--- config.mk ---
export PLATFORM = sky130hd
export DESIGN_NAME = fb_rect_writer
export DESIGN_NICKNAME = d
export VERILOG_FILES = /design/src/rtl/fb_rect_writer.sv
export SDC_FILE = /design/constraint.sdc
export NUM_CORES = 1
export LEC_CHECK = 0
export BUFFER_PORTS_ARGS = -buffer_cell sky130_fd_sc_hd__buf_2
export CAP_MARGIN = 0
export CORE_ASPECT_RATIO = 1.75
export CORE_MARGIN = 5
export CORE_UTILIZATION = 59
export DETAILED_ROUTE_END_ITERATION = 8
export PLACE_DENSITY = 0.88
export SLEW_MARGIN = 40
export SYNTH_ARGS = -nofsm -noshare
export SYNTH_HDL_FRONTEND = slang
export SYNTH_SLANG_ARGS = --single-unit
--- constraint.sdc ---
create_clock -name clk -period 3.4 [get_ports clk]
set_clock_uncertainty 0.1 [all_clocks]
set_input_delay 0.68 -clock clk [delete_from_list [all_inputs] [get_ports clk]]
set_output_delay 0.68 -clock clk [all_outputs]
set_load 0.005 [all_outputs]
--- src/rtl/fb_rect_writer.sv ---
// Rectangle-fill write engine for the 640x480 RGB444 frame buffer.
// Clips the command to the frame once, then streams one pixel write per accepted cycle.
module fb_rect_writer #(
    parameter int H_RES = 640,
    parameter int V_RES = 480
) (
    input  logic        clk,
    input  logic        rstn,
    input  logic        cmd_valid,
    output logic        cmd_ready,
    input  logic [9:0]  cmd_x0,
    input  logic [9:0]  cmd_y0,
    input  logic [9:0]  cmd_w,
    input  logic [9:0]  cmd_h,
    input  logic [11:0] cmd_color,
    output logic        mem_en,
    output logic        mem_we,
    output logic [18:0] mem_addr,
    output logic [15:0] mem_wdata,
    input  logic        mem_ready,
    output logic        busy,
    output logic        done
);

    // Handshakes: a command transfers on a rising edge where cmd_valid && cmd_ready;
    // a pixel write commits on a rising edge where mem_en && mem_ready, and the
    // presented address/data hold unchanged until that happens.

    typedef enum logic [1:0] {IDLE, CLIP, WRITE, DONE} state_t;

    localparam logic [10:0] H_RES_W = 11'(H_RES);
    localparam logic [10:0] V_RES_W = 11'(V_RES);
    localparam logic [18:0] ROW_STEP = 19'(H_RES);

    state_t      state_q, state_d;
    logic [9:0]  x0_q, x0_d;
    logic [9:0]  y0_q, y0_d;
    logic [9:0]  w_q, w_d;
    logic [9:0]  h_q, h_d;
    logic [11:0] color_q, color_d;
    logic [9:0]  x_q, x_d;
    logic [9:0]  y_q, y_d;
    logic [10:0] x_end_q, x_end_d;
    logic [10:0] y_end_q, y_end_d;
    logic [18:0] row_base_q, row_base_d;

    logic [10:0] x_sum;
    logic [10:0] y_sum;
    logic        empty;
    logic        x_last;
    logic        y_last;
    logic        commit;

    always_ff @(posedge clk or negedge rstn) begin
        if (!rstn) begin
            state_q    <= IDLE;
            x0_q       <= '0;
            y0_q       <= '0;
            w_q        <= '0;
            h_q        <= '0;
            color_q    <= '0;
            x_q        <= '0;
            y_q        <= '0;
            x_end_q    <= '0;
            y_end_q    <= '0;
            row_base_q <= '0;
        end else begin
            state_q    <= state_d;
            x0_q       <= x0_d;
            y0_q       <= y0_d;
            w_q        <= w_d;
            h_q        <= h_d;
            color_q    <= color_d;
            x_q        <= x_d;
            y_q        <= y_d;
            x_end_q    <= x_end_d;
            y_end_q    <= y_end_d;
            row_base_q <= row_base_d;
        end
    end

    // 11-bit sums so x0+w cannot wrap before the clip compare.
    assign x_sum  = {1'b0, x0_q} + {1'b0, w_q};
    assign y_sum  = {1'b0, y0_q} + {1'b0, h_q};
    assign empty  = (w_q == 10'd0) || (h_q == 10'd0) ||
                    ({1'b0, x0_q} >= H_RES_W) || ({1'b0, y0_q} >= V_RES_W);
    assign x_last = ({1'b0, x_q} == (x_end_q - 11'd1));
    assign y_last = ({1'b0, y_q} == (y_end_q - 11'd1));
    assign commit = (state_q == WRITE) && mem_ready;

    always_comb begin
        state_d    = state_q;
        x0_d       = x0_q;
        y0_d       = y0_q;
        w_d        = w_q;
        h_d        = h_q;
        color_d    = color_q;
        x_d        = x_q;
        y_d        = y_q;
        x_end_d    = x_end_q;
        y_end_d    = y_end_q;
        row_base_d = row_base_q;
        cmd_ready  = 1'b0;
        mem_en     = 1'b0;
        mem_addr   = '0;
        mem_wdata  = '0;
        busy       = 1'b1;
        done       = 1'b0;

        unique case (state_q)
            IDLE: begin
                cmd_ready = 1'b1;
                busy      = 1'b0;
                if (cmd_valid) begin
                    x0_d    = cmd_x0;
                    y0_d    = cmd_y0;
                    w_d     = cmd_w;
                    h_d     = cmd_h;
                    color_d = cmd_color;
                    state_d = CLIP;
                end
            end
            CLIP: begin
                x_end_d = (x_sum > H_RES_W) ? H_RES_W : x_sum;
                y_end_d = (y_sum > V_RES_W) ? V_RES_W : y_sum;
                if (empty) begin
                    state_d = DONE;
                end else begin
                    x_d        = x0_q;
                    y_d        = y0_q;
                    row_base_d = 19'(y0_q) * ROW_STEP;
                    state_d    = WRITE;
                end
            end
            WRITE: begin
                mem_en    = 1'b1;
                mem_addr  = row_base_q + 19'(x_q);
                mem_wdata = {4'h0, color_q};
                if (commit) begin
                    if (!x_last) begin
                        x_d = x_q + 10'd1;
                    end else if (!y_last) begin
                        x_d        = x0_q;
                        y_d        = y_q + 10'd1;
                        row_base_d = row_base_q + ROW_STEP;
                    end else begin
                        state_d = DONE;
                    end
                end
            end
            DONE: begin
                done    = 1'b1;
                state_d = IDLE;
            end
            default: state_d = IDLE;
        endcase
    end

    assign mem_we = mem_en;

endmodule
==> summary.txt <==
Worst Tran Pin Value -> 0.658 ns
die width -> 95.0 um
Pre-antenna DRT Iters -> 5
largest family of logic cells by synthesized area -> compound AO/OA/AOI/OAI gates
iteration-0 DRC count of the detailed router -> 602
Worst EP arrival -> 3.40 ns
Post-route DRC -> 0
initial antenna violation count -> 0
crit path capture -> x_q[6]$_DFFE_PN0P_
VDD IR max -> 0.743 mV
RSZ-0062 raised after global routing -> false
post-synth top area share -> 0.363
dpl hpwl -> 14300 um
CTS Root Cell -> clkbuf_16
Post-synth EDFFs -> 0
largest net degree at the start of global routing -> 53
Leak Pwr -> 3.81 nW
total power -> 9.73 mW
Reg2Reg Depth -> 8
crit path capture type -> register
critical path peak fanout -> 11
IO Pins -> 96
Synth area leader -> dfrtp_1
final setup TNS -> 0 ns
Worst Path Required -> 3.55 ns
Setup-failing EPs final -> 0
most common cell in the netlist -> dfrtp_1
DR vias -> 6425
Final Hold Vio Count -> 0
critical path launch point -> x_end_q[0]$_DFFE_PN0P_
Worst setup SP type -> register
Commonest cells post-synth -> dfrtp_1, mux2_2, nand2_1, ha_1, nor2_1
clk_lat worst skew -> 0.36 ns
initial core utilization -> 0.600
Port Buffer Count -> 91
die footprint -> 15100 um2
clock-pin slew on the worst setup and hold paths -> 0.08 ns
CTS tree -> yes
htree depth -> 3
Area Growth Syn to Fin -> 12.9%
row cnt -> 54
GRT Overall Usage -> 0.271
R2R setup slack -> 0.15 ns
via-per-instance ratio -> 6.19
crit share post-route -> 0.956
Slew Viols, Final -> 0
CTS buffer count -> 9
Synth async-reset ratio -> 1.00
vias in the first global route -> 6580
Cell variety after synth -> 70
Tmin final -> 3.25 ns
flops & latches, synth -> 108
Die H -> 159 um
GR Overflow Total -> 0
setup bufs post-CTS -> 0
Final Net Count -> 973
Synth Cell Area -> 7450 um2
CTS max path bufs -> 2
Worst slew margin -> 0.561
kind of critical path -> reg2reg
Synth Area in Simple Gates -> 0.161
routed wire length per instance -> 18.7 um
Avg Synthesized Cell Area -> 9.56 um2
Compound-Gate Fraction of Synth Area -> 0.165
Antenna Cells -> 0
clk sinks -> 108
Syn Inst Count -> 780
Yosys Warn Count -> 0
CORE AREA -> 12400 um2
post-synthesis xor/xnor area fraction -> 0.0635
Top FF cell, synth -> dfrtp_1
Routed WL -> 19400 um
status -> finished, final reports clean
post-synthesis sequential area ratio -> 0.363
ranking of synthesized cells by area -> dfrtp_1, mux2_2, ha_1, xnor2_1, a21oi_1
remaining antenna violation count after routing -> 0
Worst R2R End -> x_q[6]$_DFFE_PN0P_
share of layout cells above drive strength 1 -> 0.225
pwr dens -> 1160 nW/um2
Adder-Cell Fraction of Synth Area -> 0.0903
Highest Clock Rate -> 308 MHz
Max Cap Viol -> 0
mux share of post-synthesis cell area -> 0.113
wire length of the first global-routing pass -> 31900 um
reg2reg start -> x_end_q[0]$_DFFE_PN0P_
routability cong. -> 0.947
Min-Delay Path Class -> in2async
-- power by group --
part / internal, mW / switching, mW
Clock: 0.520 / 0.542
Combinational: 2.73 / 3.14
Sequential: 1.88 / 0.912
-- layout by cell type (no fill, tap or decap), drive strengths merged, types with 4 or more instances in the layout --
cell / netlist / layout
a32oi: 12 / 12
nor3: 25 / 25
clkbuf: 22 / 10
a211oi: 7 / 7
conb: 1 / 5
buf: 18 / 110
nor2: 47 / 47
nand2: 54 / 54
and3: 6 / 6
a31oi: 5 / 5
o22a: 4 / 4
or3: 10 / 10
nor2b: 7 / 7
nor4: 9 / 9
and2: 18 / 18
o21ai: 32 / 32
o211ai: 5 / 5
a2bb2oi: 8 / 8
a21oi: 45 / 45
inv: 35 / 39
o221ai: 4 / 4
nand2b: 6 / 6
xor2: 20 / 20
mux2: 56 / 56
a22oi: 4 / 4
a32o: 6 / 6
xnor2: 34 / 34
a21o: 11 / 11
nor3b: 4 / 4
nand3: 28 / 28
dfrtp: 108 / 108
or4: 4 / 4
nand4: 6 / 6
o21bai: 6 / 6
mux2i: 21 / 21
ha: 49 / 49
-- worst min path at each step --
stage,cells after the start,slack (ns),endpoint,startpoint
detailed placement,1,0.39,color_q[5]$_DFFE_PN0P_,color_q[5]$_DFFE_PN0P_
finish,1,0.25,color_q[11]$_DFFE_PN0P_,rstn
CTS,1,0.26,color_q[11]$_DFFE_PN0P_,rstn
global route,1,0.28,color_q[10]$_DFFE_PN0P_,rstn
floorplan,0,0.28,color_q[0]$_DFFE_PN0P_,rstn
global placement,1,0.38,color_q[5]$_DFFE_PN0P_,color_q[5]$_DFFE_PN0P_
-- cells by family after synthesis --
logic type	Yosys count
simple gates	234
xor+xnor	54
compound gates	178
flops	108
buf+inv	76
fa+ha+maj	52
mux	77
other cells	1
-- layer usage --
| metal | global-route usage | share of wire | vias to the layer above |
|---|---|---|---|
| met5 | 0 | 0 | - |
| met4 | 0.162 | 0.064 | 0 |
| met3 | 0.0473 | 0.049 | 90 |
| met2 | 0.497 | 0.54 | 261 |
| met1 | 0.282 | 0.35 | 3060 |
| li1 | - | - | 3014 |
-- cell type report --
cell class	count	area [um2]
clock inverter	6	62.6
timing repair buffer	110	613
fill	976	4020
multi-input combinational	600	4460
sequential	108	2710
inverter	36	135
tap	168	210
clock buffer	10	229
-- timing repair --
action                                  CTS  global route
resized for setup                         0             4
endpoints found under the setup margin    0            23
hold buffers                              0             0
-- flip-flops by register name, indices dropped and copies added, names as in the netlist --
| name | count |
|---|---|
| x_q | 10 |
| row_base_q | 12 |
| y0_q | 10 |
| y_end_q | 11 |
| w_q | 10 |
| y_q | 10 |
| x0_q | 10 |
| h_q | 10 |
| state_q | 2 |
| color_q | 12 |
| x_end_q | 11 |
-- through the flow --
stage                     instance area (um2)  setup WS [ns]   util  hold WS (ns)  instances
after floorplan                          7470          0.379      -         0.284        784
after global placement                   8100          0.196  0.652         0.380       1022
after detailed placement                 8110          0.125  0.652         0.386       1022
after CTS                                8400         0.0797  0.676         0.264       1038
after global routing                     8410        0.00885  0.677         0.285       1038
final                                    8410          0.151  0.677         0.251       1038
-- critical path, cell delays in order, from the launching register on --
cell and delay, ns:
dfrtp_2 0.45, or4_1 0.66, or3_1 0.40, a21o_1 0.19
a22oi_2 0.19, and4_1 0.37, a311o_1 0.51, a21oi_1 0.11
a2bb2oi_1 0.16
Note: power is estimated with default switching activity, not from simulation.
